<file path="src/rtl/cpu_pkg.sv">
`default_nettype none
// +------------------------------------------------------------------+
// | cpu_pkg                                                          |
// | Shared CPU constants: opcodes, one-hot FSM selects, 4-bit enable |
// | constants, booleans and the execute dispatcher state encoding.   |
// | Revision: 1.0                                                    |
// +------------------------------------------------------------------+
package cpu_pkg;

   // Instruction opcodes (0000, 1110 and 1111 are illegal)
   localparam logic [3:0] paraAdd   = 4'b0001;
   localparam logic [3:0] paraSub   = 4'b0010;
   localparam logic [3:0] paraAnd   = 4'b0011;
   localparam logic [3:0] paraOr    = 4'b0100;
   localparam logic [3:0] paraXor   = 4'b0101;
   localparam logic [3:0] paraCmp   = 4'b0110;
   localparam logic [3:0] paraNot   = 4'b0111;
   localparam logic [3:0] paraInc   = 4'b1000;
   localparam logic [3:0] paraDec   = 4'b1001;
   localparam logic [3:0] paraMov   = 4'b1010;
   localparam logic [3:0] paraMovi  = 4'b1011;
   localparam logic [3:0] paraLoad  = 4'b1100;
   localparam logic [3:0] paraStore = 4'b1101;

   // One-hot execution FSM selects on the nextFSM bus
   localparam logic [6:0] stateBlank   = 7'b0000000;
   localparam logic [6:0] stateAluPar2 = 7'b0000001;
   localparam logic [6:0] stateAluPar1 = 7'b0000010;
   localparam logic [6:0] stateAluNot  = 7'b0000100;
   localparam logic [6:0] stateMove    = 7'b0001000;
   localparam logic [6:0] stateMovi    = 7'b0010000;
   localparam logic [6:0] stateLoad    = 7'b0100000;
   localparam logic [6:0] stateStore   = 7'b1000000;
   localparam logic [6:0] stateError   = 7'b1111111;

   // Four-bit register enable constants
   localparam logic [3:0] fourBlank = 4'b0000;
   localparam logic [3:0] fourError = 4'b1111;

   localparam logic true  = 1'b1;
   localparam logic false = 1'b0;

   // Execute dispatcher states
   typedef enum logic [2:0] {
      DS_IDLE   = 3'd0,
      DS_LAUNCH = 3'd1,
      DS_BLANK  = 3'd2,
      DS_WAIT   = 3'd3,
      DS_RETIRE = 3'd4,
      DS_ERROR  = 3'd5
   } disp_state_t;

endpackage
`default_nettype wire

</file>
<file path="src/rtl/op_decode.sv">
`default_nettype none
// +------------------------------------------------------------------+
// | op_decode                                                        |
// | Combinational opcode decoder: 4-bit opcode to one-hot execution  |
// | FSM select plus an illegal-opcode flag. Shared with fetch.       |
// | Revision: 1.0                                                    |
// +------------------------------------------------------------------+
module op_decode
   import cpu_pkg::*;
(
   input  logic [3:0] opCode,
   output logic [6:0] sel,
   output logic       illegal
);

   // Opcode classification; anything unlisted is illegal with a blank select
   always_comb begin
      sel     = stateBlank;
      illegal = false;
      case (opCode)
         paraAdd, paraSub, paraAnd,
         paraOr, paraXor, paraCmp: sel = stateAluPar2;
         paraInc, paraDec:         sel = stateAluPar1;
         paraNot:                  sel = stateAluNot;
         paraMov:                  sel = stateMove;
         paraMovi:                 sel = stateMovi;
         paraLoad:                 sel = stateLoad;
         paraStore:                sel = stateStore;
         default:                  illegal = true;
      endcase
   end

endmodule
`default_nettype wire

</file>
<file path="src/rtl/exec_dispatch.sv">
`default_nettype none
// +------------------------------------------------------------------+
// | exec_dispatch                                                    |
// | Execute-stage scheduler: launches one execution FSM per decoded  |
// | instruction, masks stale done flags, waits for done, retires,    |
// | and forwards the active FSM's register enables with conflict     |
// | detection.                                                       |
// | Optional: DISPATCH_WATCHDOG_EN enables the WAIT timeout.         |
// | Revision: 1.0                                                    |
// +------------------------------------------------------------------+
module exec_dispatch
   import cpu_pkg::*;
#(
   parameter int BLANK_CYC = 2,
   parameter int TIMEOUT   = 64,
   parameter int CNT_W     = 7
) (
   input  logic       clk,
   input  logic       rst,
   input  logic       insValid,
   input  logic [3:0] opCode,
   input  logic       resAlu,
   input  logic       resMov,
   input  logic       resMovi,
   input  logic       resLoad,
   input  logic       resStore,
   input  logic [3:0] wERalu,
   input  logic [3:0] wERmov,
   input  logic [3:0] wERmovi,
   input  logic [3:0] wERload,
   input  logic [3:0] wERstore,
   input  logic [3:0] rERalu,
   input  logic [3:0] rERmov,
   input  logic [3:0] rERmovi,
   input  logic [3:0] rERload,
   input  logic [3:0] rERstore,
   output logic       insReady,
   output logic [6:0] nextFSM,
   output logic [3:0] wER,
   output logic [3:0] rER,
   output logic       insDone,
   output logic       errFlag
);

   // Counter only needs to cover the blank window unless the watchdog is built
`ifdef DISPATCH_WATCHDOG_EN
   localparam int CW = CNT_W;
   localparam logic [CW-1:0] TO_LAST = CW'(TIMEOUT - 1);
`else
   localparam int CW = (BLANK_CYC > 1) ? $clog2(BLANK_CYC) : 1;
`endif
   localparam logic [CW-1:0] BLANK_LAST = CW'(BLANK_CYC - 1);

   // Elaboration-time sanity of the configuration
   if (BLANK_CYC < 1 || (1 << CNT_W) <= TIMEOUT) begin : g_bad_cfg
      $error("exec_dispatch: BLANK_CYC must be >= 1 and 2**CNT_W > TIMEOUT");
   end

   disp_state_t   state_q, state_d;
   logic [6:0]    sel_q, sel_d;
   logic [CW-1:0] cnt_q, cnt_d;
   logic [3:0]    wer_q, wer_d;
   logic [3:0]    rer_q, rer_d;

   logic [6:0]    dec_sel;
   logic          dec_illegal;
   logic [4:0]    fsm_act;
   logic [4:0]    fsm_busy;
   logic [4:0]    fsm_res;
   logic [3:0]    sel_w;
   logic [3:0]    sel_r;
   logic          bus_err;
   logic          done_sel;

   op_decode u_op_decode (
      .opCode  (opCode),
      .sel     (dec_sel),
      .illegal (dec_illegal)
   );

   // Per-FSM view {store, load, movi, mov, alu}; the three ALU selects share one FSM
   assign fsm_act  = {sel_q[6], sel_q[5], sel_q[4], sel_q[3], |sel_q[2:0]};
   assign fsm_busy = {(|wERstore) | (|rERstore), (|wERload) | (|rERload),
                      (|wERmovi)  | (|rERmovi),  (|wERmov)  | (|rERmov),
                      (|wERalu)   | (|rERalu)};
   assign fsm_res  = {resStore, resLoad, resMovi, resMov, resAlu};

   assign sel_w = ({4{fsm_act[0]}} & wERalu)  | ({4{fsm_act[1]}} & wERmov) |
                  ({4{fsm_act[2]}} & wERmovi) | ({4{fsm_act[3]}} & wERload) |
                  ({4{fsm_act[4]}} & wERstore);
   assign sel_r = ({4{fsm_act[0]}} & rERalu)  | ({4{fsm_act[1]}} & rERmov) |
                  ({4{fsm_act[2]}} & rERmovi) | ({4{fsm_act[3]}} & rERload) |
                  ({4{fsm_act[4]}} & rERstore);

   // A foreign FSM touching the bus, or the active one driving all-ones, is fatal
   assign bus_err  = (|(fsm_busy & ~fsm_act)) | (sel_w == fourError) | (sel_r == fourError);
   assign done_sel = |(fsm_act & fsm_res);

   // Next-state, select latch, blank/timeout counter and enable forwarding
   always_comb begin
      state_d = state_q;
      sel_d   = sel_q;
      cnt_d   = cnt_q;
      case (state_q)
         DS_IDLE: begin
            if (insValid) begin
               sel_d   = dec_sel;
               state_d = dec_illegal ? DS_ERROR : DS_LAUNCH;
            end
         end
         DS_LAUNCH: begin
            cnt_d   = '0;
            state_d = DS_BLANK;
         end
         DS_BLANK: begin
            if (bus_err) begin
               state_d = DS_ERROR;
            end else if (cnt_q == BLANK_LAST) begin
               cnt_d   = '0;
               state_d = DS_WAIT;
            end else begin
               cnt_d = cnt_q + CW'(1);
            end
         end
         DS_WAIT: begin
            // Error beats done; done beats watchdog expiry
            if (bus_err) begin
               state_d = DS_ERROR;
            end else if (done_sel) begin
               state_d = DS_RETIRE;
            end
`ifdef DISPATCH_WATCHDOG_EN
            else if (cnt_q == TO_LAST) begin
               state_d = DS_ERROR;
            end else begin
               cnt_d = cnt_q + CW'(1);
            end
`endif
         end
         DS_RETIRE: state_d = DS_IDLE;
         DS_ERROR:  state_d = DS_ERROR;
         default:   state_d = DS_ERROR;
      endcase

      // Enables are shown one cycle late while an instruction is in flight
      if (state_d == DS_BLANK || state_d == DS_WAIT || state_d == DS_RETIRE) begin
         wer_d = sel_w;
         rer_d = sel_r;
      end else begin
         wer_d = fourBlank;
         rer_d = fourBlank;
      end
   end

   // State and datapath registers with synchronous reset
   always_ff @(posedge clk) begin
      if (rst) begin
         state_q <= DS_IDLE;
         sel_q   <= stateBlank;
         cnt_q   <= '0;
         wer_q   <= fourBlank;
         rer_q   <= fourBlank;
      end else begin
         state_q <= state_d;
         sel_q   <= sel_d;
         cnt_q   <= cnt_d;
         wer_q   <= wer_d;
         rer_q   <= rer_d;
      end
   end

   assign nextFSM  = (state_q == DS_LAUNCH) ? sel_q :
                     (state_q == DS_ERROR)  ? stateError : stateBlank;
   assign insReady = (state_q == DS_IDLE);
   assign insDone  = (state_q == DS_RETIRE);
   assign errFlag  = (state_q == DS_ERROR);
   assign wER      = wer_q;
   assign rER      = rer_q;

endmodule
`default_nettype wire

</file>
<file path="config.mk">
export PLATFORM = sky130hd
export DESIGN_NAME = exec_dispatch
export DESIGN_NICKNAME = d
export VERILOG_FILES = /design/src/rtl/cpu_pkg.sv /design/src/rtl/op_decode.sv /design/src/rtl/exec_dispatch.sv
export SDC_FILE = /design/constraint.sdc
export NUM_CORES = 1
export LEC_CHECK = 0
export BUFFER_PORTS_ARGS = -buffer_cell sky130_fd_sc_hd__buf_2
export CAP_MARGIN = 20
export CORE_ASPECT_RATIO = 0.9
export CORE_MARGIN = 5
export CORE_UTILIZATION = 46
export CTS_CLUSTER_SIZE = 25
export DETAILED_ROUTE_END_ITERATION = 16
export PLACE_DENSITY = 0.8
export SLEW_MARGIN = 20
export SYNTH_ARGS = -nofsm -noshare
export SYNTH_HDL_FRONTEND = slang
export SYNTH_SLANG_ARGS = --single-unit
</file>
<file path="constraint.sdc">
create_clock -name clk -period 2.95 [get_ports clk]
set_clock_uncertainty 0.05 [all_clocks]
set_input_delay 0.59 -clock clk [delete_from_list [all_inputs] [get_ports clk]]
set_output_delay 0.59 -clock clk [all_outputs]
set_load 0.03 [all_outputs]
</file>
# Word level (Yosys, flattened, before mapping)
# Cells that the tools add are included.
[totals]
wordCells = 95
in_bits = 52
register_bits = 19
[op_classes]
n_mux = 13
reduce_logical = 23
add_sub_neg = 1
eq_ne = 24
bitwise_logic = 29
[op_table]
columns = ["operator", "n"]
rows = [
  ["one-hot mux 7 bit (7 select lines)", 1],
  ["bitwise AND 4 bit", 10],
  ["OR reduction 4 bit", 10],
  ["equality test 4 bit (second input constant)", 8],
  ["OR 4 bit", 8],
  ["2-to-1 mux 3 bit", 6],
  ["equality test 4 x 3 -> 1 bit (second input constant)", 4],
  ["one-hot mux 3 bit (5 select lines)", 1],
  ["2-to-1 mux 7 bit", 2],
  ["OR reduction 13 bit", 1],
  ["equality test 3 x 2 -> 1 bit (second input constant)", 4],
  ["bitwise AND 5 bit", 2],
  ["OR reduction 5 bit", 2],
  ["equality test 3 bit (second input constant)", 3],
  ["equality test 4 x 2 -> 1 bit (second input constant)", 2],
  ["OR 1 bit", 7],
  ["OR reduction 6 bit", 1],
  ["inverter 5 bit", 1],
  ["equality test 4 x 1 -> 1 bit (second input constant)", 1],
  ["AND reduction 2 bit", 2],
  ["OR reduction 2 bit", 2],
  ["equality test 3 x 1 -> 1 bit (second input constant)", 1],
  ["zero test 3 bit", 1],
  ["OR reduction 3 bit", 1],
  ["7 further kinds", 9],
]

# Longest topological paths before layout
# Gate-level depths: netlist (run 1).
[logic_depth]
ltp_word = 16
mapped_depth = 7

# Modules after synthesis
# Synthesis (run 1) repeated with hierarchy kept, for this count alone.
[unflattened]
hier_cells = 173
area_unflattened_um2 = 1276.2
[by_module_without_submodules]
columns = ["module", "cells_per_inst", "seq_area_each_um2", "instances", "area_per_inst_um2"]
rows = [
  ["exec_dispatch", 158, 380.4, 1, 1178.6],
  ["op_decode", 15, 0.0, 1, 97.6],
]

# Least setup slack after synthesis (run 1)
# Ideal clock, no wire load.
[synth_path]
kind = "input to register"
start = "in rERmovi[3]"
end = "reg rer_q[0] (netlist: rER[0])"
setup_slack_ns = 0.711
stages = 6
arrival_time_ns = 2.052
path_buffers = 0
cell_sequence = "a22o_2 a211oi_2 or4_2 and4_4 a21oi_2 o32ai_1"
[synth_via]
elab_chain_len = 13
elab_cells_between_ends = 21
classes_between = "4 x eq/ne; 3 x mux; 9 x bitwise; 5 x reduce/logical"
[synth_rtl]
columns = ["item", "line_no", "text"]
rows = [
  ["from (decl)", "exec_dispatch.sv:34", "input logic [3:0] rERmovi,"],
  ["OR reduction 4 bit or bitwise AND 4 bit (tied branches)", "exec_dispatch.sv:84, exec_dispatch.sv:92", ""],
  ["OR 1 bit or OR 4 bit (tied branches)", "exec_dispatch.sv:84, exec_dispatch.sv:91", ""],
  ["bitwise AND 5 bit or OR 4 bit (tied branches)", "exec_dispatch.sv:96, exec_dispatch.sv:92", ""],
  ["OR reduction 5 bit or OR 4 bit (tied branches)", "exec_dispatch.sv:96, exec_dispatch.sv:92", ""],
  ["OR 1 bit or equality test 4 bit (tied branches)", "exec_dispatch.sv:96", "assign bus_err = (|(fsm_busy & ~fsm_act)) | (sel_w == fourError) | (sel_r == fourError);"],
  ["OR 1 bit (*)", "exec_dispatch.sv:96", ""],
  ["2-to-1 mux 3 bit (on tied branches)", "exec_dispatch.sv:127, exec_dispatch.sv:116", ""],
  ["one-hot mux 3 bit (5 select lines) (*)", "exec_dispatch.sv:104", "case (state_q)"],
  ["equality test 3 x 2 -> 1 bit", "exec_dispatch.sv:146", "if (state_d == DS_BLANK || state_d == DS_WAIT || state_d == DS_RETIRE) begin"],
  ["logical OR 1 bit", "exec_dispatch.sv:146", ""],
  ["logical OR 1 bit (*)", "exec_dispatch.sv:146", ""],
  ["inverter 1 bit (no line) (*)", "--", ""],
  ["OR reduction 2 bit (no line) (*)", "--", ""],
  ["to (signal assigned)", "exec_dispatch.sv:162", "rer_q <= fourBlank;"],
  ["to (signal assigned)", "exec_dispatch.sv:168", "rer_q <= rer_d;"],
  ["to (decl)", "exec_dispatch.sv:63", "logic [3:0] rer_q, rer_d;"],
]
# Mark *: on every way between the ends. The rest lies on a longest branch, timed or not.
# A chain may end at the register's enable or synchronous reset.

# Worst setup path after layout (run 1)
[layout_path]
start = "reg sel_q[0]"
end = "reg rer_q[0] (netlist: rER[0])"
[layout_via]
elab_chain_len = 16
elab_cells_between_ends = 31
classes_between = "5 x eq/ne; 4 x mux; 16 x bitwise; 6 x reduce/logical"
[layout_rtl]
columns = ["item", "line_no", "text"]
rows = [
  ["from (decl)", "exec_dispatch.sv:60", "logic [6:0] sel_q, sel_d;"],
  ["from (signal assigned)", "exec_dispatch.sv:159", "sel_q <= stateBlank;"],
  ["from (signal assigned)", "exec_dispatch.sv:165", "sel_q <= sel_d;"],
  ["OR reduction 3 bit (*)", "exec_dispatch.sv:82", "assign fsm_act = {sel_q[6], sel_q[5], sel_q[4], sel_q[3], |sel_q[2:0]};"],
  ["bitwise AND 4 bit", "exec_dispatch.sv:88", "assign sel_w = ({4{fsm_act[0]}} & wERalu) | ({4{fsm_act[1]}} & wERmov) |"],
  ["OR 4 bit (2 in series)", "exec_dispatch.sv:88", ""],
  ["OR 4 bit (2 in series)", "exec_dispatch.sv:89", "({4{fsm_act[2]}} & wERmovi) | ({4{fsm_act[3]}} & wERload) |"],
  ["equality test 4 bit", "exec_dispatch.sv:96", ""],
  ["OR 1 bit (2 in series)", "exec_dispatch.sv:96", ""],
  ["2-to-1 mux 3 bit (on tied branches)", "exec_dispatch.sv:127, exec_dispatch.sv:116", ""],
  ["one-hot mux 3 bit (5 select lines)", "exec_dispatch.sv:104", ""],
  ["equality test 3 x 2 -> 1 bit", "exec_dispatch.sv:146", ""],
  ["logical OR 1 bit (2 in series)", "exec_dispatch.sv:146", ""],
  ["inverter 1 bit (no line)", "--", ""],
  ["OR reduction 2 bit (no line)", "--", ""],
]
# Marked as above.

==> impl_metrics.env, run 1 <==
export IMPL_grt_overflow=0
export IMPL_initial_core_util_pct=47.5
export IMPL_cts_tree="built"
export IMPL_rows=19
export IMPL_min_period_over_period_pct=86.6
export IMPL_io_buffers=69
export IMPL_fmax_ghz=0.391
export IMPL_dominantRegCellSynth="dfxtp_1"
export IMPL_fin_cells=275
export IMPL_postSynthAreaPerCell_um2=8.46
export IMPL_p_leak_nw=0.769
export IMPL_hold_path_class="reg -> reg"
export IMPL_vias=1609
export IMPL_cts_root_buf="clkbuf_4"
export IMPL_ant_nets=0
export IMPL_slew_headroom_pct=64.7
export IMPL_cp_max_fo=10
export IMPL_grt_pass1_wl_um=7150
export IMPL_synth_seq_cells=19
export IMPL_critical_path_top_delay_family="simple AND/OR/NAND/NOR gates"
export IMPL_final_hold_viol_count=0
export IMPL_synth_edf_count=0
export IMPL_arrival_ns=2.68
export IMPL_clk_path_buf_depth=2
export IMPL_timing_critical_path_cells="or3_1 > a211oi_1 > or4_2 > nand4_2 > nor4b_4 > o32ai_1"
export IMPL_async_flop_share_pct=0
export IMPL_path_clk_slew_ns=0.12
export IMPL_die_h_um=63.2
export IMPL_synth_distinct_cells=41
export IMPL_path_class="reg -> reg"
export IMPL_path_buf_inv=0
export IMPL_syn_to_final_growth_pct=22.3
export IMPL_power_per_cell_area_nw_per_um2=360
export IMPL_period_needed_ns=2.55
export IMPL_netlist_area_um2=1450
export IMPL_synth_fp_nets=223
export IMPL_drc=0
export IMPL_viasPerCell=5.85
export IMPL_grt_max_degree=21
export IMPL_htreeDepth=1
export IMPL_syn_inst=171
export IMPL_wl_per_cell_um=15.2
export IMPL_cp_start_kind="flop"
export IMPL_placed_cell_area_um2=1740
export IMPL_r2r_slack_ns=0.40
export IMPL_maxCapViolations=0
export IMPL_yosysSeqAreaShare_pct=26.3
export IMPL_core_area_um2=3040
export IMPL_max_stage_delay_ns=0.54
export IMPL_tns_ns=0
export IMPL_cts_setup_buffers=0
export IMPL_setup_viol=0
export IMPL_clkSinkCount=19
export IMPL_ioPinCount=70
export IMPL_cp_data_required_time_ns=3.07
export IMPL_finalInstanceArea_um2=1770
export IMPL_ctsHoldBuffers=0
export IMPL_tightest_slew_ns=0.525
export IMPL_clkLatencyLatePin_ns=0.30
export IMPL_dieArea_um2=4370
export IMPL_drt_iter0_drc=110
export IMPL_dp_hpwl_um=3400
export IMPL_fillers=315
export IMPL_firstDrtPassIters=4
export IMPL_nets=286
export IMPL_slew_violations=0
export IMPL_gp_congestion=0.906
export IMPL_antenna_found_initial=0
export IMPL_yosys_warnings=0
export IMPL_dp_cells=271
export IMPL_drive_gt1_share_pct=48.1
export IMPL_rsz0062_at_grt="no"
export IMPL_cts_resized_gates=0
export IMPL_n_antenna_cell=0
export IMPL_end_kind="flop"
export IMPL_grt_pass1_vias=1565
export IMPL_grtUsageTotal_pct=19.4
export IMPL_status="finished clean"
export IMPL_drt_wl_total_um=4170
export IMPL_slowest_stage="or3_1"
export IMPL_dieWidth_um=69.1
export IMPL_worst_ir_drop_vdd_uv=222
export IMPL_cts_inserted_buffers=3
worst paths after layout:
check,depth (start not counted),end,from
setup / recovery,6,rER[0]$_SDFF_PP0_,sel_q[0]$_SDFFE_PP0P_
hold / removal,2,sel_q[0]$_SDFFE_PP0P_,sel_q[0]$_SDFFE_PP0P_
setup reg to reg,6,rER[0]$_SDFF_PP0_,sel_q[0]$_SDFFE_PP0P_
hold reg to reg,2,sel_q[0]$_SDFFE_PP0P_,sel_q[0]$_SDFFE_PP0P_
power breakdown:
group,switching [W],total (W),leakage (nW),internal (W)
combinational,0.000137,0.000219,0.598,0.0000825
clock,0.0000853,0.000136,0.0177,0.0000505
sequential,0.0000144,0.000282,0.154,0.000267
total,0.000237,0.000637,0.769,0.000400
worst register-to-register path, cell delays in order (launching register included):
cell	delay [ns]
dfxtp_1	0.34
or3_1	0.54
a211oi_1	0.47
or4_2	0.22
nand4_2	0.13
nor4b_4	0.51
o32ai_1	0.17
metal layers:
metal	up-vias	GRT usage [%]	wire (um)
li1	794	-	-
met1	738	23.5	1730
met2	71	33.5	2060
met3	6	5.41	331
met4	0	5.61	45
met5	-	0	0
flip-flops by register name, indices dropped and copies added (netlist names):
register	count
sel_q	7
wER	4
rER	4
cnt_q	1
state_q	3
cell usage after synthesis, types with 2 or more instances:
master,count,share of area (%)
nor3_1,6,2.1
nor2_1,27,7.0
nand2_1,7,1.8
a21oi_1,13,4.5
inv_1,2,0.52
clkbuf_1,5,1.3
nor2b_1,3,1.3
or3_2,8,4.2
o32ai_1,8,4.8
a22o_1,3,1.8
a22o_2,15,10
or4_2,2,1.2
nor3b_1,2,1.0
dfxtp_1,19,26
buf_6,2,1.6
a211oi_1,6,3.1
a31oi_1,2,0.86
nor4_1,14,6.1
buf_4,4,2.1
a211oi_2,2,1.7
final cells by class:
| class | instances | area (um^2) | share of cell area (%) |
|---|---|---|---|
| Timing Repair Buffer | 71 | 360 | 20.4 |
| Multi-Input combinational cell | 137 | 941 | 53.2 |
| Clock buffer | 3 | 22.5 | 1.27 |
| Clock inverter | 1 | 5.00 | 0.283 |
| Tap cell | 42 | 52.6 | 2.97 |
| Inverter | 2 | 7.51 | 0.424 |
| Sequential cell | 19 | 380 | 21.5 |
metrics by stage:
stage | utilization (%) | power, W | hold slack (ns) | setup slack (ns)
after floorplan | - | 0.000442 | 0.419 | 0.711
after global placement | 57.2 | 0.000503 | 0.445 | 0.383
after detailed placement | 57.2 | 0.000506 | 0.453 | 0.234
after CTS | 58.1 | 0.000636 | 0.479 | 0.413
after global routing | 58.1 | 0.000673 | 0.518 | 0.223
final | 58.1 | 0.000637 | 0.479 | 0.396
cell usage in the layout (no fill, tap or decap), types with 3 or more instances in the layout:
cell type | netlist | final
or3_2 | 8 | 8
a211oi_1 | 6 | 6
nor3_1 | 6 | 6
nor2b_1 | 3 | 3
o32ai_1 | 8 | 8
dfxtp_1 | 19 | 19
a21oi_1 | 13 | 13
a22o_1 | 3 | 3
clkbuf_4 | 0 | 3
nand2_1 | 7 | 7
a22o_2 | 15 | 15
nor4_1 | 14 | 14
buf_2 | 0 | 69
nor2_1 | 27 | 27
cells by family after synthesis:
kind of cell / Yosys count / synth area share (%)
buf+inv: 15 / 8.65
simple gates: 82 / 33.0
flops: 19 / 26.3
compound gates: 55 / 32.1
(Power assumes the default switching activity.)
==> run 2: changes to the inputs <==
--- a/config.mk
+++ b/config.mk
@@ -9,10 +9,10 @@
 export CAP_MARGIN = 20
 export CORE_ASPECT_RATIO = 0.9
 export CORE_MARGIN = 5
-export CORE_UTILIZATION = 46
+export CORE_UTILIZATION = 50
 export CTS_CLUSTER_SIZE = 25
 export DETAILED_ROUTE_END_ITERATION = 16
-export PLACE_DENSITY = 0.8
+export PLACE_DENSITY = 0.86
 export SLEW_MARGIN = 20
 export SYNTH_ARGS = -nofsm -noshare
 export SYNTH_HDL_FRONTEND = slang
==> constraint.sdc (replaced) <==
create_clock -name clk -period 3.3 [get_ports clk]
set_clock_uncertainty 0.05 [all_clocks]
set_input_delay 0.66 -clock clk [delete_from_list [all_inputs] [get_ports clk]]
set_output_delay 0.66 -clock clk [all_outputs]
set_load 0.03 [all_outputs]
==> run 2 against run 1 <==
Flip-flop and latch count unchanged. Highest routed layer unchanged. Sequential share of layout area increased by 0.22 points. Hold slack improved by 0.0027 ns. Largest cell class unchanged. Final area decreased by 0.99%.
==> impl_metrics.env, run 2 (synthesis results as in run 1) <==
export IMPL_status="finished clean"
export IMPL_slew_headroom_pct=61.1
export IMPL_worst_ir_drop_vdd_uv=243
export IMPL_path_buf_inv=0
export IMPL_finalInstanceArea_um2=1750
export IMPL_antenna_found_initial=0
export IMPL_p_leak_nw=0.758
export IMPL_tightest_slew_ns=0.579
export IMPL_fmax_ghz=0.393
export IMPL_slew_violations=0
export IMPL_grt_overflow=0
export IMPL_layout_commonest_cell="buf_2"
export IMPL_cts_resized_gates=0
export IMPL_drt_iter0_drc=111
export IMPL_n_antenna_cell=0
export IMPL_path_class="reg -> reg"
export IMPL_p_seq_share_pct=45.2
export IMPL_cts_root_buf="clkbuf_4"
export IMPL_timing_critical_path_cells="a22o_2 > a211oi_1 > or4_2 > and4_4 > a21oi_2 > o32ai_1"
export IMPL_cp_start_kind="flop"
export IMPL_power_per_cell_area_nw_per_um2=324
export IMPL_tns_ns=0
export IMPL_drive_gt1_share_pct=47.6
export IMPL_ctsHoldBuffers=0
export IMPL_layout_common_cells="69 x buf_2, 27 x nor2_1, 19 x dfxtp_1, 15 x a22o_2, 14 x nor4_1"
export IMPL_rsz0062_at_grt="no"
export IMPL_grt_max_degree=21
export IMPL_grt_pass1_wl_um=6470
export IMPL_cp_max_fo=12
export IMPL_setup_viol=0
export IMPL_drt_wl_total_um=4070
export IMPL_period_needed_ns=2.55
export IMPL_hold_path_class="reg -> reg"
export IMPL_rows=18
export IMPL_drc=0
export IMPL_slowest_stage="or4_2"
export IMPL_grtUsageTotal_pct=20.5
export IMPL_clk_path_buf_depth=2
export IMPL_wl_per_cell_um=15.0
export IMPL_power_w=0.000567
export IMPL_dieWidth_um=66.7
export IMPL_clkSinkCount=19
export IMPL_arrival_ns=2.67
export IMPL_vias=1586
export IMPL_placed_cell_area_um2=1720
export IMPL_ant_nets=0
export IMPL_cts_tree="built"
export IMPL_die_h_um=61.0
export IMPL_swShare_pct=37.1
export IMPL_power_frac_clock_pct=21.5
export IMPL_path_clk_slew_ns=0.11
export IMPL_ioPinCount=70
export IMPL_io_buffers=69
export IMPL_clkLatencyLatePin_ns=0.31
export IMPL_gp_congestion=0.925
export IMPL_min_period_over_period_pct=77.2
export IMPL_largest_reg_flops=7
export IMPL_maxCapViolations=0
export IMPL_dp_hpwl_um=3260
export IMPL_largest_register="sel_q"
export IMPL_initial_core_util_pct=52.2
export IMPL_end_kind="flop"
export IMPL_share_comb_of_total_power_pct=33.2
export IMPL_htreeDepth=1
export IMPL_nets=284
export IMPL_switching_power_w=0.000211
export IMPL_intPower_w=0.000356
export IMPL_critical_path_top_delay_family="simple AND/OR/NAND/NOR gates"
export IMPL_viasPerCell=5.85
export IMPL_syn_to_final_growth_pct=21.1
export IMPL_grt_pass1_vias=1462
export IMPL_core_area_um2=2770
export IMPL_cp_data_required_time_ns=3.43
export IMPL_cts_setup_buffers=0
export IMPL_dieArea_um2=4070
export IMPL_cts_inserted_buffers=3
export IMPL_firstDrtPassIters=4
export IMPL_max_stage_delay_ns=0.72
export IMPL_final_hold_viol_count=0
==> run 2: cell count changes in the layout (fill, tap and decap cells not counted), sizes merged <==
cell and change:
buf -2
==> run 2: final timing paths <==
| path | startpoint | endpoint | slack, ns | depth (start not counted) |
|---|---|---|---|---|
| setup / recovery | sel_q[3]$_SDFFE_PP0P_ | wER[0]$_SDFF_PP0_ | 0.75 | 6 |
| setup reg to reg | sel_q[3]$_SDFFE_PP0P_ | wER[0]$_SDFF_PP0_ | 0.75 | 6 |
| hold reg to reg | sel_q[1]$_SDFFE_PP0P_ | sel_q[1]$_SDFFE_PP0P_ | 0.48 | 2 |
| hold / removal | sel_q[1]$_SDFFE_PP0P_ | sel_q[1]$_SDFFE_PP0P_ | 0.48 | 2 |
==> run 2: power groups by stage <==
stage | Sequential (W) | Combinational (W) | Clock (W)
finish | 0.000257 | 0.000188 | 0.000122
global route | 0.000259 | 0.000209 | 0.000134
CTS | 0.000256 | 0.000188 | 0.000124
detailed placement | 0.000261 | 0.000188 | 0
global placement | 0.000261 | 0.000186 | 0
floorplan | 0.000255 | 0.000140 | 0
==> run 2: per-layer routing <==
metal | vias to the layer above | global-route usage (%) | routed length [um]
li1 | 796 | - | -
met1 | 723 | 26.2 | 1810
met2 | 61 | 35.5 | 1940
met3 | 6 | 4.74 | 276
met4 | 0 | 4.93 | 45
met5 | - | 0 | 0
==> run 2: area by class of cell <==
cell class,count,area [um^2]
inverter,2,7.51
timing repair buffer,69,345
sequential,19,380
tap,40,50.0
multi-input combinational,137,941
clock buffer,3,22.5
clock inverter,1,5.00
fill,273,1020
==> run 2: worst reg2reg max path: stages (launching register included) <==
cell and delay [ns]:
dfxtp_1 0.58, a22o_2 0.25, a211oi_1 0.06, or4_2 0.72, and4_4 0.20, a21oi_2 0.37
o32ai_1 0.17
==> run 2: through the flow <==
step / util [%] / hold WS, ns / cells / setup WS, ns
6_report: 63.2 / 0.482 / 271 / 0.753
4_1_cts: 63.2 / 0.479 / 271 / 0.782
3_5_place_dp: 62.2 / 0.452 / 267 / 0.540
5_1_grt: 63.2 / 0.516 / 271 / 0.586
2_1_floorplan: - / 0.419 / 171 / 0.991
3_3_place_gp: 62.2 / 0.443 / 267 / 0.624
==> run 3: changes to the inputs <==
--- a/config.mk
+++ b/config.mk
@@ -9,10 +9,10 @@
 export CAP_MARGIN = 20
 export CORE_ASPECT_RATIO = 0.9
 export CORE_MARGIN = 5
-export CORE_UTILIZATION = 50
+export CORE_UTILIZATION = 46
 export CTS_CLUSTER_SIZE = 25
 export DETAILED_ROUTE_END_ITERATION = 16
-export PLACE_DENSITY = 0.86
+export PLACE_DENSITY = 0.8
 export SLEW_MARGIN = 20
 export SYNTH_ARGS = -nofsm -noshare
 export SYNTH_HDL_FRONTEND = slang
==> constraint.sdc (replaced) <==
create_clock -name clk -period 2.6 [get_ports clk]
set_clock_uncertainty 0.05 [all_clocks]
set_input_delay 0.52 -clock clk [delete_from_list [all_inputs] [get_ports clk]]
set_output_delay 0.52 -clock clk [all_outputs]
set_load 0.03 [all_outputs]
==> run 3 against run 2 <==
Largest cell class unchanged. Critical path type unchanged. Cell count grew 3.7%. Flip-flop and latch count is the same. Via count grew 0.50%. Sequential share of layout area shrank 0.81 points.
==> impl_metrics.env, run 3 (synthesis results as in run 1) <==
export IMPL_nets=292
export IMPL_fillers=308
export IMPL_rr_worst_depth=6
export IMPL_intPower_w=0.000459
export IMPL_seqCellArea_um2=380
export IMPL_syn_to_final_growth_pct=25.8
export IMPL_core_area_um2=3040
export IMPL_largest_register="sel_q"
export IMPL_finalInstanceArea_um2=1820
export IMPL_cp_start_kind="flop"
export IMPL_viasPerCell=5.67
export IMPL_gp_congestion=0.919
export IMPL_hp_start="opCode[0]"
export IMPL_slew_violations=0
export IMPL_end_kind="flop"
export IMPL_layout_common_cells="69 x buf_2, 27 x nor2_1, 19 x dfxtp_1, 15 x a22o_2, 14 x nor4_1"
export IMPL_path_class="reg -> reg"
export IMPL_ant_nets=0
export IMPL_rsz0062_at_grt="no"
export IMPL_dieWidth_um=69.1
export IMPL_cts_tree="built"
export IMPL_wl_per_cell_um=14.9
export IMPL_rr_startpoint="sel_q[3]$_SDFFE_PP0P_"
export IMPL_rows=19
export IMPL_multi_input_area_um2=946
export IMPL_n_antenna_cell=0
export IMPL_cts_setup_buffers=0
export IMPL_share_comb_of_total_power_pct=34.4
export IMPL_ioPinCount=70
export IMPL_hold_end="sel_q[4]$_SDFFE_PP0P_"
export IMPL_ctsHoldBuffers=0
export IMPL_hold_slack_ns=0.469
export IMPL_cts_resized_gates=0
export IMPL_grtUsageTotal_pct=18.3
export IMPL_drt_iter0_drc=149
export IMPL_firstDrtPassIters=4
export IMPL_arrival_ns=2.56
export IMPL_tightest_slew_ns=0.563
export IMPL_power_frac_clock_pct=20.8
export IMPL_slew_headroom_pct=62.4
export IMPL_max_stage_delay_ns=0.69
export IMPL_maxCapViolations=0
export IMPL_cp_max_fo=10
export IMPL_path_clk_slew_ns=0.12
export IMPL_layout_commonest_cell="buf_2"
export IMPL_io_buffers=69
export IMPL_slowest_stage="or4_2"
export IMPL_drt_wl_total_um=4180
export IMPL_r2r_end="wER[3]$_SDFF_PP0_"
export IMPL_r2r_slack_ns=0.15
export IMPL_htreeDepth=1
export IMPL_worst_ir_drop_vdd_uv=237
export IMPL_timing_critical_path_cells="a22o_1 > a211oi_2 > or4_2 > and4_4 > a21oi_2 > o32ai_1"
export IMPL_power_per_cell_area_nw_per_um2=400
export IMPL_vias=1594
export IMPL_placed_cell_area_um2=1790
export IMPL_status="finished clean"
export IMPL_holdPathStages=3
export IMPL_drc=0
export IMPL_clk_path_buf_depth=2
export IMPL_clkLatencyLatePin_ns=0.30
export IMPL_period_needed_ns=2.45
export IMPL_fmax_ghz=0.408
export IMPL_largest_reg_flops=7
export IMPL_cts_root_buf="clkbuf_4"
export IMPL_switching_power_w=0.000268
export IMPL_final_hold_viol_count=0
export IMPL_antenna_found_initial=0
export IMPL_tns_ns=0
export IMPL_setup_viol=0
export IMPL_startpoint="sel_q[3]$_SDFFE_PP0P_"
export IMPL_grt_overflow=0
export IMPL_clkSinkCount=19
export IMPL_p_leak_nw=0.798
export IMPL_dp_hpwl_um=3430
export IMPL_die_h_um=63.2
export IMPL_swShare_pct=36.8
export IMPL_dieArea_um2=4370
export IMPL_path_buf_inv=0
export IMPL_critical_path_top_delay_family="simple AND/OR/NAND/NOR gates"
export IMPL_initial_core_util_pct=47.5
export IMPL_grt_pass1_vias=1489
export IMPL_p_seq_share_pct=44.7
export IMPL_hold_path_class="in -> reg"
export IMPL_cts_inserted_buffers=3
export IMPL_cp_data_required_time_ns=2.71
export IMPL_grt_pass1_wl_um=6750
export IMPL_min_period_over_period_pct=94.2
export IMPL_drive_gt1_share_pct=49.8
export IMPL_grt_max_degree=21
[run 3: tightest hold or removal path: stages]
cell	delay [ns]
buf_2	0.14
nand2_1	0.07
a21oi_1	0.06
[run 3: stage by stage]
step           util, %  power (W)  cells  setup WS (ns)
2_1_floorplan        -   0.000501    171          0.431
3_3_place_gp      58.7   0.000577    277          0.192
3_5_place_dp      58.7   0.000579    277          0.136
4_1_cts           59.6   0.000725    281          0.120
5_1_grt           59.8   0.000766    281         0.0436
6_report          59.8   0.000727    281          0.151
[run 3: routing by layer]
layer  GRT usage [%]  wire length, um
met5               0                0
met4            3.41               17
met3            4.13              257
met2            31.4             2050
met1            23.5             1850
[run 3: final cells by class]
class | instances | share of cell area [%]
Tap cell | 42 | 2.89
Sequential cell | 19 | 20.9
Multi-Input combinational cell | 137 | 52.0
Clock buffer | 3 | 1.24
Clock inverter | 1 | 0.275
Inverter | 2 | 0.413
Timing Repair Buffer | 77 | 22.3
[run 3: power by group through the flow]
stage	clock network (W)	registers, W	logic [W]
floorplan	0	0.000324	0.000177
global placement	0	0.000331	0.000246
detailed placement	0	0.000331	0.000247
CTS	0.000152	0.000325	0.000248
global route	0.000163	0.000329	0.000274
finish	0.000152	0.000325	0.000251
[run 3: worst max-delay path by stage]
| stage | slack (ns) | end | cells past startpoint |
|---|---|---|---|
| 2_1_floorplan | 0.43 | rER[0]$_SDFF_PP0_ | 6 |
| 3_3_place_gp | 0.19 | rER[0]$_SDFF_PP0_ | 7 |
| 3_5_place_dp | 0.14 | wER[3]$_SDFF_PP0_ | 7 |
| 4_1_cts | 0.12 | wER[3]$_SDFF_PP0_ | 6 |
| 5_1_grt | 0.04 | wER[3]$_SDFF_PP0_ | 6 |
| 6_report | 0.15 | wER[3]$_SDFF_PP0_ | 6 |
